--- src/rtl/cp0_irq_if.sv ---
// Bus between the M stage and the CP0 exception/interrupt unit.
// The pipeline side is the master; cp0_irq is the slave.
interface cp0_irq_if;
  logic [4:0]  a;
  logic        we;
  logic [31:0] din;
  logic [31:0] dout;
  logic [31:0] vpc;
  logic        bd;
  logic        exc_valid;
  logic [4:0]  exc_code;
  logic [5:0]  hw_int;
  logic        eret;
  logic        req;
  logic [31:0] epc;
  logic        exl;

  modport master (
    output a, we, din, vpc, bd, exc_valid, exc_code, hw_int, eret,
    input  dout, req, epc, exl
  );

  modport slave (
    input  a, we, din, vpc, bd, exc_valid, exc_code, hw_int, eret,
    output dout, req, epc, exl
  );
endinterface

--- src/rtl/cp0_irq.sv ---
// Coprocessor-0 exception and interrupt unit.
// Holds SR, Cause, EPC and PRId, and decides each cycle whether the M-stage
// instruction is taken by an interrupt or an exception.
module cp0_irq #(
  parameter logic [31:0] PRID = 32'h0000_2021
) (
  input logic        clk,
  input logic        reset,
  cp0_irq_if.slave   bus
);

  localparam logic [4:0] A_SR    = 5'd12;
  localparam logic [4:0] A_CAUSE = 5'd13;
  localparam logic [4:0] A_EPC   = 5'd14;
  localparam logic [4:0] A_PRID  = 5'd15;

  // SR fields
  logic [5:0]  r_im;
  logic        r_exl;
  logic        r_ie;
  // Cause fields
  logic        r_bd;
  logic [5:0]  r_ip;
  logic [4:0]  r_exc_code;
  // EPC
  logic [31:0] r_epc;

  logic        w_int_req;
  logic        w_exc_req;
  logic        w_req;
  logic [31:0] w_vpc_aligned;
  logic [31:0] w_exc_epc;
  logic [31:0] w_din_aligned;
  logic [31:0] w_sr;
  logic [31:0] w_cause;
  logic        w_unused_vpc;

  // The low PC bits never matter: EPC is always word aligned.
  assign w_unused_vpc = ^bus.vpc[1:0];

  // Request decision: purely combinational so the M stage is flushed in the
  // same cycle the condition appears. Interrupts win over exceptions.
  assign w_int_req = (|(bus.hw_int & r_im)) & r_ie & ~r_exl;
  assign w_exc_req = bus.exc_valid & ~r_exl;
  assign w_req     = w_int_req | w_exc_req;

  // A delay-slot victim must restart at its branch, one word earlier.
  assign w_vpc_aligned = {bus.vpc[31:2], 2'b00};
  assign w_exc_epc     = bus.bd ? (w_vpc_aligned - 32'd4) : w_vpc_aligned;
  assign w_din_aligned = {bus.din[31:2], 2'b00};

  assign w_sr    = {16'b0, r_im, 8'b0, r_exl, r_ie};
  assign w_cause = {r_bd, 15'b0, r_ip, 3'b0, r_exc_code, 2'b00};

  // Register state: exception entry, eret and mtc0 updates; IP samples hw_int.
  always_ff @(posedge clk) begin
    // NOTE: sequential state uses non-blocking assignments so every register
    // sees the pre-edge values of the others, independent of statement order.
    if (reset) begin
      r_im       <= '0;
      r_exl      <= 1'b0;
      r_ie       <= 1'b0;
      r_bd       <= 1'b0;
      r_ip       <= '0;
      r_exc_code <= '0;
      r_epc      <= '0;
    end else begin
      r_ip <= bus.hw_int;
      if (w_req) begin
        // The victim does not commit, so its mtc0/eret are dropped.
        r_exl      <= 1'b1;
        r_exc_code <= w_int_req ? 5'd0 : bus.exc_code;
        r_bd       <= bus.bd;
        r_epc      <= w_exc_epc;
      end else begin
        if (bus.we) begin
          case (bus.a)
            A_SR: begin
              r_im  <= bus.din[15:10];
              r_exl <= bus.din[1];
              r_ie  <= bus.din[0];
            end
            A_EPC:   r_epc <= w_din_aligned;
            default: ;
          endcase
        end
        // Placed after the write so eret wins the EXL bit when both occur.
        if (bus.eret) r_exl <= 1'b0;
      end
    end
  end

  // mfc0 read mux over the current register values.
  always_comb begin
    // NOTE: default first so every path assigns dout and no latch is inferred.
    bus.dout = 32'd0;
    case (bus.a)
      A_SR:    bus.dout = w_sr;
      A_CAUSE: bus.dout = w_cause;
      A_EPC:   bus.dout = r_epc;
      A_PRID:  bus.dout = PRID;
      default: bus.dout = 32'd0;
    endcase
  end

  // EPC bypass lets an eret right behind an mtc0 EPC return to the new value.
  assign bus.epc = (bus.we && (bus.a == A_EPC)) ? w_din_aligned : r_epc;
  assign bus.req = w_req;
  assign bus.exl = r_exl;

endmodule

--- src/flat_wrapper.sv ---
// flat-port wrapper written by rule: the top's interface ports become plain ports
module cp0_irq_flat 
#(
  parameter logic [31:0] PRID = 32'h0000_2021
)
  (clk, reset, bus_a, bus_we, bus_din, bus_vpc, bus_bd, bus_exc_valid, bus_exc_code, bus_hw_int, bus_eret, bus_dout, bus_req, bus_epc, bus_exl);
  cp0_irq_if bus_i ();
  input logic clk;
  input logic reset;
  input wire logic [$bits(bus_i.a)-1:0] bus_a;
  input wire logic [$bits(bus_i.we)-1:0] bus_we;
  input wire logic [$bits(bus_i.din)-1:0] bus_din;
  input wire logic [$bits(bus_i.vpc)-1:0] bus_vpc;
  input wire logic [$bits(bus_i.bd)-1:0] bus_bd;
  input wire logic [$bits(bus_i.exc_valid)-1:0] bus_exc_valid;
  input wire logic [$bits(bus_i.exc_code)-1:0] bus_exc_code;
  input wire logic [$bits(bus_i.hw_int)-1:0] bus_hw_int;
  input wire logic [$bits(bus_i.eret)-1:0] bus_eret;
  output wire logic [$bits(bus_i.dout)-1:0] bus_dout;
  output wire logic [$bits(bus_i.req)-1:0] bus_req;
  output wire logic [$bits(bus_i.epc)-1:0] bus_epc;
  output wire logic [$bits(bus_i.exl)-1:0] bus_exl;
  assign bus_i.a = bus_a;
  assign bus_i.we = bus_we;
  assign bus_i.din = bus_din;
  assign bus_i.vpc = bus_vpc;
  assign bus_i.bd = bus_bd;
  assign bus_i.exc_valid = bus_exc_valid;
  assign bus_i.exc_code = bus_exc_code;
  assign bus_i.hw_int = bus_hw_int;
  assign bus_i.eret = bus_eret;
  assign bus_dout = bus_i.dout;
  assign bus_req = bus_i.req;
  assign bus_epc = bus_i.epc;
  assign bus_exl = bus_i.exl;
  cp0_irq #(.PRID(PRID)) u_core (.clk(clk), .reset(reset), .bus(bus_i));
endmodule
--- config.mk ---
export PLATFORM = sky130hd
export DESIGN_NAME = cp0_irq_flat
export DESIGN_NICKNAME = d
export VERILOG_FILES = /design/src/rtl/cp0_irq_if.sv /design/src/rtl/cp0_irq.sv /design/src/flat_wrapper.sv
export SDC_FILE = /design/constraint.sdc
export NUM_CORES = 1
export LEC_CHECK = 0
export CAP_MARGIN = 10
export CORE_MARGIN = 4
export CORE_UTILIZATION = 30
export DETAILED_ROUTE_END_ITERATION = 16
export SYNTH_ARGS = -nofsm -noshare
export SYNTH_HDL_FRONTEND = slang
export SYNTH_SLANG_ARGS = --single-unit
--- constraint.sdc ---
create_clock -name clk -period 5.9 [get_ports clk]
set_input_delay 0.59 -clock clk [delete_from_list [all_inputs] [get_ports clk]]
set_output_delay 0.59 -clock clk [all_outputs]
set_load 0.005 [all_outputs]
; Word-level counts from Yosys, hierarchy flattened
; Cells that the tools add are included.
[totals]
output_inout_bits = 66
inputBits = 86
ff_bits = 52
elab_cells = 39
[op_classes]
muxes = 11
bitwise_logic = 7
reduce_logical = 9
n_eq_ne = 4
n_addsub = 1
[op_table]
columns = operator, count
row1 = $mux W32, 5
row2 = $pmux W32 S4, 1
row3 = $sub A32 B3 Y32 const B, 1
row4 = $eq A5 B4 Y1 const B, 4
row5 = $and A6 B6 Y6, 1
row6 = $reduce_bool A3 Y1, 2
row7 = $reduce_or A6 Y1, 1
row8 = $mux W5, 1
row9 = $mux W1, 4
row10 = $reduce_and A2 Y1, 2
row11 = $reduce_bool A2 Y1, 2
row12 = $and A1 B1 Y1, 3
row13 = $reduce_and A3 Y1, 1
row14 = $not A1 Y1, 2
row15 = $logic_and A1 B1 Y1, 1
row16 = $or A1 B1 Y1, 1

; Longest topological paths before layout
; Gate-level depths: netlist of the first run.
[logic_depth]
ltp_word = 7
depth_mapped = 8
ltp_nobuf = 6

; Worst setup path after synthesis of the first run
; No wires, ideal clock.
[synth_path]
path_type = input port to flip-flop
from = input port bus_vpc[4]
to = register u_core.r_epc[21]
setup_time_ns = 0.091
t_required_ns = 5.809
slack_ns = 3.310
cell_stages = 6
arrival_ns = 2.499
n_path_buf = 2
path_cell_list = buf_2 -> or4_1 -> or4_1 -> buf_2 -> or4b_1 -> a311oi_1
[synth_between]
elab_chain_len = 3
[synth_lines]
columns = item, line_no
row1 = "start, declared", flat_wrapper.sv:13  ; input wire logic [$bits(bus_i.vpc)-1:0] bus_vpc;
row2 = $sub A32 B3 Y32, cp0_irq.sv:49  ; assign w_exc_epc = bus.bd ? (w_vpc_aligned - 32'd4) : w_vpc_aligned;
row3 = $mux W32, cp0_irq.sv:49
row4 = $mux W32, cp0_irq.sv:69  ; if (w_req) begin
row5 = "end signal, assigned", cp0_irq.sv:74  ; r_epc <= w_exc_epc;
row6 = "end signal, assigned", cp0_irq.sv:83  ; A_EPC: r_epc <= w_din_aligned;
row7 = "end, declared", cp0_irq.sv:26  ; logic [31:0] r_epc;
; No other way between the ends.
; A chain may end at the register's enable or synchronous reset.

; Worst setup path in the final report of the first run
[layout_path]
from = input port bus_a[1]
to = output port bus_epc[29]
[layout_between]
elab_chain_len = 3
[layout_lines]
columns = item, line_no
row1 = "start, declared", flat_wrapper.sv:10  ; input wire logic [$bits(bus_i.a)-1:0] bus_a;
row2 = $eq A5 B4 Y1, cp0_irq.sv:107  ; assign bus.epc = (bus.we && (bus.a == A_EPC)) ? w_din_aligned : r_epc;
row3 = $logic_and A1 B1 Y1, cp0_irq.sv:107
row4 = $mux W32, cp0_irq.sv:107
row5 = "end, declared", flat_wrapper.sv:21  ; output wire logic [$bits(bus_i.epc)-1:0] bus_epc;
; No other way between the ends.

==> qor.csv, run 1 <==
metric,value,unit
initial antenna violation count,0,
Max Cap Violations,0,
Max Transition Viols Final,0,
hold endpoint,u_core.r_bd,
Fin. Hold Viols,0,
Leak,1.967,nW
Non-Filler Instances,698,
clock buffer count from CTS,5,
placer congestion estimate,0.8418,
fraction of registers with async set or reset after synthesis,0,%
Root Buffer,clkbuf_16,
relative slew slack,31.69,%
largest family of logic cells by synthesized area,compound AO/OA/AOI/OAI gates,
Post-synth EDFFs,0,
Via Count,3954,
setup ws final,1352,ps
clk_skew,10.49,ps
FF-to-FF setup slack,3030,ps
critical path launch point type,input port,
Post-CTS Setup Bufs,0,
R2R depth,6,
maximum vdd drop,0.0001394,V
post-route ant nets,0,
Die ar.,13100,um^2
Residual DRC,0,
Area growth syn-to-layout,50.04,%
cts repair resizes,0,
min-delay worst type,flop to flop,
worst path required time,5310,ps
pre-CTS setup slack,1376,ps
Tot GR Track Use,19.73,%
#FFs+latches synth,50,
WS Path Type,input port to primary output,
Final HPWL DP,9826,um
"Reg clk slew, reported paths",70,ps
status,completed,
Period minus WS final,4548,ps
CTS tree,built,
# H-tree levels,2,
Simple-Gate Fraction of Synth Area,30.06,%
Yosys top cell area share,29.43,%
core footprint,10980,um^2
crit end category,primary output,
grt ovf,0,
Synth Area in Adders,0.3679,%
Post-Syn Instances,439,
nets,644,
Yosys top cell by area,dfxtp_1,
# setup viols final,0,
clk buf depth,2,
vias in the first global route,3958,
routed wire length per instance,19.03,um
global-route wire length before repair,20760,um
sequential fraction of the synthesis area,29.43,%
largest net degree at the start of global routing,57,
Synth area leaders,"dfxtp_1, and3_1, a311oi_1, a211oi_1, a21o_1",
Mapped Avg Cell Area,7.747,um^2
Worst EP arrival,3960,ps
initial drt markers,263,
Placed Cells,690,
num rows,38,
most frequent cells in the layout,"clkdlybuf4s50_1, dfxtp_1, and3_1, nand2_1, o21ai_0",
worst-margin pin slew,1022,ps
Tcrit/Tclk final,77.09,%
CTS Hold Buffers Added,0,
RSZ-0062 raised after global routing,false,
Die X,114.5,um
post-synthesis xor/xnor area fraction,1.545,%
"critical path fanouts, max",41,
IO Pins,152,
capturing point of the worst reg2reg path,u_core.r_epc[23],
ys flop type,dfxtp_1,
reg2reg start,u_core.r_im[5],
f_max,0.2199,GHz
latest clock arrival within the worst-skew pair,300,ps
Synth Area in Compound Gates,31.05,%
Final TNS setup,0,ps
Initial DRT Pass Iterations,5,
height of the die,114.5,um
share of cells above drive strength 1,4.301,%
Synth cell types,52,
routed wire length,13280,um
mapped cell area,3401,um^2
PortBufs,147,
CTS Sinks,50,
post-synthesis mux area share,1.656,%
"commonest non-fill, non-tap cell in the layout",clkdlybuf4s50_1,
Initial Util,30.96,%
Worst Hold Path Cells,2,
# diodes,0,
hold_sp,u_core.r_bd,
pwr dens,184.2,nW/um^2
CP Launch Point,bus_a[1],
synthesis warning total,0,
vias per cell,5.665,
==> cell type report <==
cell class              count  area, um^2
fillers                  1122        5881
well taps                 140       175.2
repair buffers            151        1496
clock inverters             2       38.79
inverters                   8       30.03
clock buffers               6       138.9
flip-flops and latches     50        1001
multi-input cells         341        2222
==> stage by stage <==
| stage | hold WS (ps) | power [mW] | utilization (%) | cell area, um^2 |
|---|---|---|---|---|
| finish | 456.2 | 0.9399 | 46.46 | 5102 |
| global placement | 446.0 | 0.5927 | 44.84 | 4925 |
| detailed placement | 449.6 | 0.5941 | 44.84 | 4925 |
| floorplan | 436.6 | 0.4665 | - | 3405 |
| CTS | 461.1 | 0.9471 | 46.46 | 5102 |
| global route | 489.4 | 0.9772 | 46.46 | 5102 |
==> kinds of logic (layout without fill, tap and decap cells) <==
kind of cell             Yosys count  after routing
other                              1              2
multiplexers                       5              5
XOR/XNOR                           6              6
AO/OA/AOI/OAI                    146            146
AND/OR/NAND/NOR                  181            181
adder cells (fa/ha/maj)            1              1
buffers and inverters             49            167
flip-flops                        50             50
==> layer usage <==
layer	up-vias	GRT usage [%]	wire length [um]
li1	1948	-	-
met1	1833	27.85	6180
met2	160	32.01	6028
met3	13	2.748	891
met4	0	4.196	184
met5	-	0	0
==> sequential cells by signal, summed over array words and instances, names as in the netlist <==
name and flops:
u_core.r_epc 30, u_core.r_im 6, u_core.r_ip 6, u_core.r_exc_code 5, u_core.bus.exl 1, u_core.r_bd 1
u_core.r_ie 1
==> Yosys cell counts (2+ instances only) <==
cell and number:
buf_2 4, or2_2 2, buf_4 2, nor3_1 8
a21oi_1 12, nand4_1 3, inv_1 8, nor2_1 17
a31o_2 2, nand2_1 34, nand3_1 21, o31ai_1 7
xnor2_1 3, and4_1 2, and3_1 40, buf_1 4
a32oi_1 6, mux2_2 5, dfxtp_1 50, o21ai_0 28
xor2_1 3, a311o_1 2, o211a_1 4, nor4_1 9
o41ai_1 4, a21o_1 20, a211oi_1 24, or3_1 11
a22oi_1 8, nand3b_1 4, a31oi_1 2, or4_1 10
clkbuf_1 31, nor2b_1 8, nor3b_1 2, a311oi_1 23
==> critical path, cell delays in order <==
cell and delay, ps:
clkdlybuf4s50_1 450, buf_4 360, and2_1 660, nand2_1 740, buf_4 460, a21o_1 200, clkdlybuf4s50_1 480
==> how the worst max path moves through the flow <==
stage,endpoint,slack (ps),cells past startpoint
3_5_place_dp,bus_epc[29],1380,7
5_1_grt,bus_epc[29],1110,7
2_1_floorplan,u_core.r_epc[21],3310,6
6_report,bus_epc[29],1350,7
4_1_cts,bus_epc[29],1340,7
3_3_place_gp,bus_epc[29],1390,7
==> report_power, final <==
part | switching, mW | internal, mW
Combinational | 0.0951 | 0.121
Sequential | 0.0135 | 0.359
Clock | 0.138 | 0.214
Total | 0.247 | 0.693
Power figures use the tool's default switching activity.
==> run 2: changes to the inputs <==
- clock period: 5.9 -> 3.8 ns (I/O delays scaled with it)
==> run 2 against run 1 <==
  * Sequential power increased by 55%
  * Routed wire length decreased by 0.66%
  * Via count increased by 0.48%
  * Non-clock buffer count grew 9
  * Setup slack worse by 440 ps
  * Clock skew decreased by 5.7 ps
  * Clock power is 48% higher
  * Cell count rose by 1.3%
  * Combinational power increased by 58%
  * Count of clock-buffer cells in the layout down 1
  * Global-route usage hardly changed
  * Critical path type unchanged
  * Largest power group unchanged
==> qor.csv, run 2 (synthesized netlist as in run 1, its figures left out) <==
metric,value,unit
Fin. Hold Viols,0,
"commonest non-fill, non-tap cell in the layout",clkdlybuf4s50_1,
f_max,0.3456,GHz
Pwr Total,1.440,mW
R2R depth,6,
RSZ-0062 raised after global routing,false,
routed wire length,13200,um
post-route ant nets,0,
crit path buf inv count,5,
Period minus WS final,2893,ps
Tcrit/Tclk final,76.14,%
CP Launch Point,bus_a[1],
crit end category,primary output,
Max Transition Viols Final,0,
Die X,114.5,um
registers with the most flip-flops,"u_core.r_epc (30), u_core.r_im (6), u_core.r_ip (6)",
status,completed,
capturing point of the worst reg2reg path,u_core.r_epc[31],
largest net degree at the start of global routing,49,
Max Cap Violations,0,
# diodes,0,
max incr delay on CP,540,ps
critical path launch point type,input port,
Via Count,3973,
CP endpoint,bus_epc[12],
Area growth syn-to-layout,51.77,%
# setup viols final,0,
Worst EP arrival,2510,ps
FF-to-FF setup slack,1690,ps
worst-margin pin slew,1025,ps
Fillers,1118,
reg2reg start,u_core.r_im[5],
pwr dens,279.1,nW/um^2
latest clock arrival within the worst-skew pair,290,ps
min-delay worst type,flop to flop,
CP top delay family,buffers and inverters,
WS Path Type,input port to primary output,
Final HPWL DP,9857,um
IO Pins,152,
Leak,2.008,nW
nets,653,
routed wire length per instance,18.66,um
Tot GR Track Use,19.72,%
Die ar.,13100,um^2
Stages on worst setup path,8,
worst path required time,3420,ps
initial antenna violation count,0,
core footprint,10980,um^2
CTS Hold Buffers Added,0,
clk buf depth,2,
cell breakdown of the critical path,clkdlybuf4s50_1 > buf_4 > and2_1 > buf_4 > nand2_1 > buf_4 > mux2_2 > clkdlybuf4s50_1,
register area,1001,um^2
PortBufs,147,
CTS Sinks,50,
Root Buffer,clkbuf_16,
maximum vdd drop,0.0001584,V
share of cells above drive strength 1,5.820,%
CTS tree,built,
most frequent cells in the layout,"clkdlybuf4s50_1, dfxtp_1, and3_1, nand2_1, o21ai_0",
"critical path fanouts, max",22,
clock buffer count from CTS,5,
Initial Util,30.96,%
relative slew slack,31.53,%
grt ovf,0,
Residual DRC,0,
vias per cell,5.620,
initial drt markers,304,
area of the multi-input gates,2222,um^2
# H-tree levels,2,
"Reg clk slew, reported paths",70,ps
vias in the first global route,3866,
Initial DRT Pass Iterations,6,
placer congestion estimate,0.8861,
CP dominant cell by count,buf_4,
slowest CP cell,clkdlybuf4s50_1,
height of the die,114.5,um
global-route wire length before repair,20690,um
max reg flops,30,
cts repair resizes,0,
clk_skew,4.789,ps
Post-CTS Setup Bufs,0,
Final TNS setup,0,ps
Biggest register,u_core.r_epc,
num rows,38,
[run 2: cell types whose count changed in the layout (fill, tap and decap cells not counted)]
cell | previous run | this run
clkbuf_8 | 1 | 0
buf_4 | 4 | 13
clkinv_2 | 0 | 1
[run 2: worst min-delay path: stages, from the launching register on]
cell and delay, ps:
dfxtp_1 320, nand2_1 50, a21oi_1 60
[run 2: cell type report]
cell class                      count  share of cell area (%)
Clock buffer                        5                   2.424
Clock inverter                      3                  0.8485
Inverter                            8                  0.5818
Multi-Input combinational cell    341                   43.05
Sequential cell                    50                   19.39
Tap cell                          140                   3.394
Timing Repair Buffer              160                   30.30
[run 2: routing by layer]
metal  GRT usage, %  part of all wire (%)  up-vias
met5              0                     0        -
met4          3.959                  0.90        0
met3          3.594                   6.5       10
met2          31.04                    44      144
met1          28.21                    48     1858
li1               -                     -     1961
[run 2: through the flow]
stage / hold WS, ps / utilization, % / setup slack, ps / cell area [um^2] / std cells
after CTS: 472.1 / 46.99 / 915.8 / 5161 / 707
after global routing: 500.4 / 46.99 / 785.9 / 5161 / 707
after floorplan: 436.6 / - / 1420 / 3405 / 440
final: 468.4 / 46.99 / 906.8 / 5161 / 707
after global placement: 447.0 / 45.45 / 770.9 / 4992 / 699
after detailed placement: 461.8 / 45.45 / 734.9 / 4992 / 699
[run 2: worst min path at each step]
stage,start,to,slack [ps],depth (start not counted)
2_1_floorplan,u_core.r_bd,u_core.r_bd,440,2
3_3_place_gp,u_core.r_bd,u_core.r_bd,450,2
3_5_place_dp,u_core.r_bd,u_core.r_bd,460,2
4_1_cts,u_core.r_bd,u_core.r_bd,470,2
5_1_grt,u_core.r_bd,u_core.r_bd,500,2
6_report,u_core.r_bd,u_core.r_bd,470,2
[run 2: power breakdown]
| part | internal (mW) | switching [mW] |
|---|---|---|
| logic | 0.192 | 0.149 |
| registers | 0.557 | 0.0204 |
| clock network | 0.312 | 0.209 |
| total | 1.06 | 0.379 |
